[src/rtl/ring_counter_pkg.sv]
// ring_counter_pkg
//   Shared default constants for the ring_counter block.
//   RC_WIDTH_DEF     : default ring length in bits
//   RC_RESET_VAL_DEF : default one-hot pattern loaded on reset (LSB set)
package ring_counter_pkg;

  localparam int          RC_WIDTH_DEF     = 3;
  localparam logic [31:0] RC_RESET_VAL_DEF = 32'd1;

endpackage : ring_counter_pkg

[src/rtl/ring_counter.sv]
// ring_counter
//   One-hot ring counter. The hot bit rotates left by one position on every
//   rising clk edge while clr is high. clr low asynchronously loads RESET_VAL.
//   With SELF_CORRECT set, an illegal (non one-hot) state is replaced by
//   RESET_VAL on the next edge instead of being rotated.
//
// Parameters
//   WIDTH        : ring length in bits, 2..32
//   RESET_VAL    : one-hot reset pattern (exactly one bit set within WIDTH)
//   SELF_CORRECT : 1 = recover from illegal states, 0 = rotate them as-is
// Ports
//   clk  : in  1     single clock, rising edge
//   clr  : in  1     asynchronous active-low reset
//   Q    : out WIDTH ring state, straight from the state register
//   wrap : out 1     high while Q holds the MSB-only pattern
//   err  : out 1     high while Q is not one-hot (zero or several bits set)
module ring_counter
  import ring_counter_pkg::*;
#(
  parameter int          WIDTH        = RC_WIDTH_DEF,
  parameter logic [31:0] RESET_VAL    = RC_RESET_VAL_DEF,
  parameter bit          SELF_CORRECT = 1'b1
) (
  input  logic             clk,
  input  logic             clr,
  output logic [WIDTH-1:0] Q,
  output logic             wrap,
  output logic             err
);

  // Exactly-one-bit-set test over a 32-bit value. Narrower vectors are
  // zero-extended by the caller, which does not change the bit count.
  function automatic logic onehot32(input logic [31:0] v);
    int unsigned cnt;
    cnt = 32'd0;
    for (int i = 0; i < 32; i++) begin
      cnt = cnt + 32'(v[i]);
    end
    return (cnt == 32'd1);
  endfunction

  localparam logic [WIDTH-1:0] RST_Q  = RESET_VAL[WIDTH-1:0];
  localparam logic [WIDTH-1:0] WRAP_Q = {1'b1, {(WIDTH-1){1'b0}}};

  // Parameter legality, checked when the design is elaborated.
  if ((WIDTH < 2) || (WIDTH > 32)) begin : g_bad_width
    $error("ring_counter: WIDTH=%0d outside 2..32", WIDTH);
  end
  if (!onehot32(RESET_VAL) || ((RESET_VAL >> WIDTH) != 32'd0)) begin : g_bad_reset_val
    $error("ring_counter: RESET_VAL=%0h is not one-hot within WIDTH=%0d", RESET_VAL, WIDTH);
  end

  logic [WIDTH-1:0] q_r;
  logic             wrap_s;
  logic             err_s;

  // Status decode: both flags are pure functions of the current state.
  always_comb begin
    wrap_s = 1'b0;
    err_s  = 1'b0;
    if (q_r == WRAP_Q) begin
      wrap_s = 1'b1;
    end else begin
      wrap_s = 1'b0;
    end
    if (onehot32(32'(q_r))) begin
      err_s = 1'b0;
    end else begin
      err_s = 1'b1;
    end
  end

  // Ring state: async load of the reset pattern, otherwise rotate left.
  // Rotation is plain bit wiring (MSB wraps into bit 0).
  always_ff @(posedge clk or negedge clr) begin
    if (!clr) begin
      q_r <= RST_Q;
    end else if (SELF_CORRECT && err_s) begin
      q_r <= RST_Q;
    end else begin
      q_r <= {q_r[WIDTH-2:0], q_r[WIDTH-1]};
    end
  end

  assign Q    = q_r;
  assign wrap = wrap_s;
  assign err  = err_s;

endmodule : ring_counter

[config.mk]
export PLATFORM = sky130hd
export DESIGN_NAME = ring_counter
export DESIGN_NICKNAME = d
export VERILOG_FILES = /design/src/rtl/ring_counter_pkg.sv /design/src/rtl/ring_counter.sv
export SDC_FILE = /design/constraint.sdc
export NUM_CORES = 1
export LEC_CHECK = 0
export CAP_MARGIN = 20
export CORE_AREA = 2 2 39 41
export DETAILED_ROUTE_END_ITERATION = 8
export DIE_AREA = 0 0 41 43
export SLEW_MARGIN = 30
export SYNTH_ARGS = -nofsm -noshare
export SYNTH_HDL_FRONTEND = slang
export SYNTH_SLANG_ARGS = --single-unit
[constraint.sdc]
create_clock -name clk -period 3.5 [get_ports clk]
set_input_delay 0.7 -clock clk [delete_from_list [all_inputs] [get_ports clk]]
set_output_delay 0.7 -clock clk [all_outputs]
set_load 0.01 [all_outputs]
* Word level (Yosys, flattened, before mapping) *
Index checks and enable logic that the tools add are counted.

storage, ports and cells
  register bits after elaboration = 3
  input bits = 2
  logic and storage cells = 8

operators by class
  add/subtract/negate cells = 2
  eq/ne operators = 2
  muxes and demuxes = 3

operators with widths
  kind                  number
  $add A2 B1 Y3         1
  $eq A3 B1 Y1 const B  1
  $eq A3 B3 Y1 const B  1
  $mux W3               1
  $add A1 B1 Y2         1
  $mux W1               2

* Logic depth before layout (Yosys ltp) *
Gate-level depths: netlist (run 1).

  depth after elaboration = 4
  gate-level depth with buffers = 3
  depth with buffers taken out = 3

* Least setup slack after synthesis (run 1) *
No wires, ideal clock.

  path kind = reg-to-output
  start = register q_r[0] (netlist: Q[0])
  end = output err
  arrival time = 1,373 ps
  slack = 1,427 ps
  stages on the path, launching flop included = 4
  cells stage by stage = dfstp_2 inv_1 fa_1 or2b_1

on the way
  cells in the longest elaborated chain, start to end = 4

RTL lines
  element                 RTL line            text
  start, declared         ring_counter.sv:53  logic [WIDTH-1:0] q_r;
  start signal, assigned  ring_counter.sv:81  q_r <= {q_r[WIDTH-2:0], q_r[WIDTH-1]};
  $add A1 B1 Y2           ring_counter.sv:37  cnt = cnt + 32'(v[i]);
  $add A2 B1 Y3           ring_counter.sv:37
  $eq A3 B1 Y1            ring_counter.sv:39  return (cnt == 32'd1);
  $mux W1                 ring_counter.sv:66  if (onehot32(32'(q_r))) begin
  end, declared           ring_counter.sv:28  output logic err

No other way between the ends.

* Final worst setup path (run 1) *
Ends and elaborated chain as after synthesis.

==> results.md, run 1 <==
Global route:
- The pin count of the biggest net entering global routing is 5.
- Across every metal layer, demand over resource in global routing totals 4.435%.
- The aggregate global routing overflow is 0.
- The via count of the first global-routing pass is 99.
- The first global-routing pass estimated 393 um of wire.
- The initial antenna violation count is 0.

Finish:
- From synthesis to final layout, the design area changed by 70.25%.
- After the flow finishes, the layout carries non-filler instances totaling 38.
- The fraction of final layout cells with drive strength greater than 1 is 27.27%.
- Leaving out fill and tap cells, the most frequent cell in the layout is clkdlybuf4s50_1.
- In the layout the commonest cells are clkdlybuf4s50_1 (6), inv_1 (3), clkbuf_4 (3), dfrtp_1 (2), and3b_2 (2).
- The final antenna diode count is 0.
- The final layout contains 26 nets.
- The number of flip-flops in the largest register is 3.

Clock tree:
- The count of hold buffers inserted by post-cts repair is 0.
- The CTS H-tree depth is 1.
- The root cell of the clock tree is clkbuf_4.
- At the later pin of the worst-skew pair, clock insertion delay measures 0.23 ns.
- The CTS sink count is 3.
- No sink is reached through more buffers than the 2 on the longest clock path.
- After clock tree synthesis, the clock-pin slew on the worst setup and hold paths is 0.04 ns.
- Once the clock tree was built, the resizer swapped 0 gates to a different size.
- The post-CTS setup-driven buffer insertion count is 0.
- Counting the buffers created by CTS gives 3.
- TritonCTS built the clock tree.

STA:
- The number of hold violations in the final report is 0.
- Setup repair after global routing left no endpoint under its margin.
- The number of pins exceeding their max-slew limit in the final report is 0.
- The setup total negative slack is 0 ns.
- The transition time at the pin with the least slew margin is 0.1674 ns.
- The worst hold slack across all endpoints is 0.5237 ns.
- The clock arrives with 0.0001755 ns of skew.
- The highest clock rate is 362.9 MHz.
- The worst relative slew slack is 88.82%.
- Once routing completed, OpenROAD measured the worst setup slack at 0.7443 ns.
- The minimum period implied by the final worst setup slack is 2.756 ns.
- The count of endpoints failing setup in the final report is 0.
- The ratio of final minimum period to clock period is 78.74%.

Routing:
- The detailed-route vias per instance is 3.158.
- The count of nets left with antenna violations once routing finished came out at 0.
- The average wire length per cell after detail routing is 7.289 um.
- The total length of routed wires is 277 um.
- For this run, design rule violations remaining after detail routing come to 0.
- The iteration-0 DRC count of the detailed router is 3.
- Detailed routing inserted a total of 120 vias.
- The first-pass detailed-route iteration total is 2.

Logic synthesis:
- The flop and latch count out of synthesis is 3.
- The mean cell area of the mapped netlist is 12.62 um^2.
- The netlist area before placement is 151.4 um^2.
- The cell count after synthesis came out at 12.
- The number of distinct library cell variants in the gate-level netlist after synthesis is 8.
- When the netlist entered floorplanning its net count stood at 15.
- For this run, the number of Yosys warnings is 0.
- The share of the yosys chip area belonging to registers is 50.41%.

Setup path:
- The arrival time of the worst setup path is 2.06 ns.
- The critical path is of the reg2out type.
- The slowest stage of the critical path is the dfstp_2 cell.
- The required arrival time at the worst endpoint is 2.80 ns.
- For this run, the slowest stage of the critical path takes 0.55 ns.
- Broken down by cell family, the worst path's largest delay share belongs to flip-flops.
- Traced cell by cell, the critical path runs through inv_1 -> fa_1 -> or2b_1 -> clkdlybuf4s50_1.
- The count of buffer and inverter cells on the critical path is 2.
- The nature of the critical path endpoint is an output pin.
- Of all nets on the critical path, the largest fanout is 4.
- The type of element launching the critical path is a flip-flop.

Min path:
- The worst min-delay path class is reg2reg.

Place:
- The quantity of I/O buffers inserted on ports is 6.
- Routability-driven placement finished with a final weighted congestion of 0.5958.
- At the placement stage, the worst setup path has a slack of 0.9736 ns.
- The total placed cells including tap cells is 34.
- The final HPWL from detailed placement is 200.6 um.

Die:
- For this configuration, the core starts out at a cell density of 10.94%.
- 7 I/O pins were placed.
- In this run the core area contains 14 standard-cell rows.
- The horizontal extent of the die is 41 um.
- The overall die area is 1763 um^2.
- From bottom edge to top edge, the die measures 43 um.
- After floorplanning, the core was sized to cover 1384 um^2.

Power:
- The peak supply drop is 0.05142 mV.
- Summed over all cells, the static leakage comes to 0.0001212 uW.
- The power density over the cells is 373.9 nW/um^2.
- Overall power consumption after layout is estimated at 96.38 uW.

Status:
- The flow ran to the end, and the final reports show no timing, DRC or antenna violations.

Flow run:
- The total of max-cap violations is 0.
[logic make-up (layout without fill, tap and decap cells)]
family	count (synthesis)	count (layout)	share of synthesized area, %
fa+ha+maj	1	1	13.22
buf+inv	3	13	7.437
simple gates	5	5	28.93
flops	3	3	50.42
[through the flow]
| stage | util [%] | cell area (um^2) |
|---|---|---|
| floorplan | - | 151.4 |
| global placement | 16.73 | 231.5 |
| detailed placement | 16.73 | 231.5 |
| CTS | 18.63 | 257.7 |
| global route | 18.63 | 257.7 |
| finish | 18.63 | 257.7 |
[Yosys cell counts, drive strengths merged]
master	count	area [um^2]
nor3b	1	7.510
dfstp	1	26.28
and3b	2	20.02
fa	1	20.02
or2b	1	7.510
or3b	1	8.760
inv	3	11.26
dfrtp	2	50.05
[power breakdown]
group	switching [uW]	internal, uW
Sequential	0	34.9
Clock	17.2	42.7
Combinational	0.577	0.991
Total	17.8	78.6
[layout make-up]
cell class | count | area, um^2
Fill cell | 166 | 1126
Sequential cell | 3 | 76.32
Multi-Input combinational cell | 6 | 63.81
Timing Repair Buffer | 6 | 60.06
Clock buffer | 4 | 26.28
Tap cell | 16 | 20.02
Inverter | 3 | 11.26
[metal layers]
layer / part of all wire [%] / global-route usage (%)
met1: 35 / 3.583
met5: 0 / 0
met3: 16 / 4.712
met2: 46 / 3.750
met4: 2.2 / 8.000
[worst paths after layout]
check	start	endpoint	slack [ns]	cells after the start
setup / recovery	Q[0]	err	0.74	4
hold / removal	Q[2]	Q[0]	0.52	1
setup reg to reg	Q[0]	Q[0]	1.93	3
hold reg to reg	Q[2]	Q[0]	0.52	1
max in group asynchronous	clr	Q[0]	2.63	1
min in group asynchronous	clr	Q[1]	0.65	1
Power figures use the tool's default switching activity.
==> run 2, diff against run 1 <==
Clock period 3.5 ns to 2.2 ns, I/O delays scaled along.
==> results.md, run 2 (same netlist as run 1, synthesis figures left out) <==
Status:
- The flow ran to the end, and the final reports show no timing, DRC or antenna violations.

Setup path:
- The worst register-to-register path ends at Q[0].
- The arrival time of the worst setup path is 1.63 ns (-0.43 ns).
- The worst setup path is captured at an output pin.
- The maximum fanout count along the critical path is 2 (-2).
- The biggest cell delay along the critical path is 0.51 ns (-0.04 ns).
- The logic depth of the worst register-to-register path is 4 (+1).
- The startpoint identified for the worst register-to-register timing path is Q[0].
- The worst reg-to-reg setup slack came to 0.57 ns (-1.36 ns).
- The worst setup path is launched from a flip-flop.
- The critical path goes through inv_1 -> fa_1 -> or2b_1 -> clkbuf_2.
- For this design, the slowest cell found on the critical path is dfstp_2.
- The kind of critical path is reg2out.
- The required arrival time at the worst endpoint is 1.76 ns (-1.04 ns).

Place:
- The final HPWL from detailed placement is 248.6 um (+24%).
- The weighted congestion at the end of routability-driven global placement came to 0.5804 (-2.6%).
- The quantity of I/O buffers inserted on ports is 6 (unchanged).
- The total placed cells including tap cells is 37 (+8.8%).

STA:
- The number of pins exceeding their max-slew limit in the final report is 0 (unchanged).
- The highest clock rate is 482.0 MHz.
- The worst relative slew slack is 89.17% (+0.35 points).
- The setup total negative slack was 0 ns (unchanged).
- The worst path uses 94.30% of the clock period.
- The count of endpoints failing setup in the final report was 0 (unchanged).
- The worst path in the final design needs a cycle of 2.075 ns, including I/O delays and setup.
- Setup repair after global routing left no endpoint under its margin.
- The setup clock skew after layout is 0.001238 ns (+0.001062 ns).
- The transition time at the pin with the least slew margin is 0.1621 ns (-0.005280 ns).
- The number of hold violations in the final report is 0 (unchanged).

Finish:
- The area growth from synthesis to layout is 81.82%.
- The most frequent standard cell in the layout excluding fill and tap cells is clkdlybuf4s50_1.
- The top cell types in the final layout, fill and taps aside, are clkdlybuf4s50_1 (5), inv_1 (3), clkbuf_4 (3), buf_4 (3).
- The final antenna diode count is 0 (unchanged).
- The fraction of final layout cells with drive strength greater than 1 is 40.00% (+13 points).
- The number of flip-flops in the largest register is 3 (unchanged).
- The count of placed standard cells in the final layout, fillers left out is 41 (+7.9%).
- The number of nets at the end of the flow is 29 (+12%).

Global route:
- The aggregate global routing overflow was 0 (unchanged).
- The total routing resource utilization after global routing is 6.048% (+1.6 points).
- The pin count of the biggest net entering global routing is 5 (unchanged).
- The initial antenna violation count is 0 (unchanged).
- The wire length of the first global-routing pass was 593 um (+51%).
- The via count of the first global-routing pass is 141 (+42%).

Clock tree:
- The CTS tree is done.
- The number of buffers added by the clock tree synthesis step came to 3 (unchanged).
- The source-to-sink clock delay at the later pin of the worst-skew pair is 0.23 ns (about the same).
- The clock slew at the register clock pins of the worst setup and hold paths is 0.04 ns (about the same).
- The CTS sink count was 3 (unchanged).
- The CTS H-tree depth came to 1 (unchanged).
- The post-CTS setup-driven buffer insertion count was 0 (unchanged).
- The count of hold buffers inserted by post-cts repair is 0 (unchanged).
- The total of cells resized after clock tree synthesis was 2 (+2).
- The root cell of the clock tree is clkbuf_4.
- The clock tree buffer depth is 2 (unchanged).

Routing:
- The total number of vias is 131 (+9.2%).
- The average wire length per cell after detail routing is 7.732 um (+6.1%).
- The detailed route wirelength on metal3 is 45 um (unchanged).
- The DRC violations left is 0 (unchanged).
- The first-pass detailed-route iteration total was 2 (unchanged).
- The top layer reached by signal wires is met4.
- The detailed-route vias per instance is 3.195 (+1.2%).
- The post-detailed-route count of antenna-violating nets was 0 (unchanged).
- The met1 layer wirelength in the final routing is 125 um (+28%).
- The total length of routed wires is 317 um (+14%).
- The met2 wire length is 141 um (+11%).
- The iteration-0 DRC count of the detailed router is 2 (-1).

Flow run:
- The total of max-cap violations is 0 (unchanged).

Die:
- The number of standard-cell rows in the floorplan is 14 (unchanged).
- The height of the die is 43 um (unchanged).
- The overall die area is 1763 um^2 (unchanged).
- The starting utilization of the core area is 10.94% (unchanged).
- The horizontal extent of the die was 41 um (unchanged).
- The area of the core region is 1384 um^2 (unchanged).
- The number of ports placed on the die boundary came to 7 (unchanged).

Power:
- The power density over the cells was 554.1 nW/um^2 (+48%).
- The cell-internal power came to 125.0 uW (+59%).
- The share of total power in the clock network is 61.9% (-0.2 points).
- The portion of total power attributed to sequential cells is 36.4% (+0.2 points).
- The overall power is 152.5 uW (+58%).
- The peak supply drop came to 0.09646 mV (+88%).
- The switching fraction of total power is 18.05% (-0.40 points).
- The share of power burned in combinational logic is 1.7% (about the same).
- The net switching component of the power is 27.53 uW (+55%).
- The cell leakage power is 0.0001362 uW (+12%).

Min path:
- The worst min-delay path class is in2async.
run 2: changes by cell type in the layout (fill, tap and decap cells not counted), sizes merged:
cell	before	now
clkbuf	4	5
buf	0	3
clkdlybuf4s50	6	5
run 2: worst max path at each step:
| stage | from | endpoint | slack (ns) |
|---|---|---|---|
| 2_1_floorplan | Q[0] | err | 0.39 |
| 3_3_place_gp | Q[0] | err | 0.003 |
| 3_5_place_dp | Q[0] | err | 0.01 |
| 4_1_cts | Q[0] | err | 0.004 |
| 5_1_grt | Q[0] | err | 0.03 |
| 6_report | Q[0] | err | 0.13 |
run 2: cell type report:
type	count	area, um^2
fillers	161	1109
repair buffers	9	77.57
flip-flops and latches	3	76.32
multi-input cells	6	63.81
clock buffers	4	26.28
well taps	16	20.02
inverters	3	11.26
run 2: stage by stage:
step                hold slack [ns]  cell area, um^2  utilization [%]  setup slack (ns)
floorplan                    0.1444            151.4                -            0.3874
global placement             0.5252            254.0            18.35          0.003348
detailed placement           0.5371            254.0            18.35           0.01358
CTS                          0.3872            280.3            20.25          0.004324
global route                 0.3799            275.3            19.89           0.03440
finish                       0.3971            275.3            19.89            0.1255
run 2: layer usage:
layer	vias to the layer above	global-route usage [%]
li1	63	-
met1	59	5.212
met2	7	6.250
met3	2	6.283
met4	0	8.000
met5	-	0
run 2: power by group through the flow:
stage | registers [uW] | logic, uW | clock network [uW]
floorplan | 56.2 | 0.0000456 | 0
global placement | 56.2 | 2.62 | 0
detailed placement | 56.2 | 2.61 | 0
CTS | 55.6 | 2.65 | 101
global route | 55.5 | 2.77 | 108
finish | 55.6 | 2.60 | 94.3
run 2: critical path: cells and delay by family (launching register included):
kind                     cells  cell delay [ns]
flip-flops                   1             0.51
adder cells (fa/ha/maj)      1             0.49
AND/OR/NAND/NOR              1             0.23
buffers and inverters        2             0.17
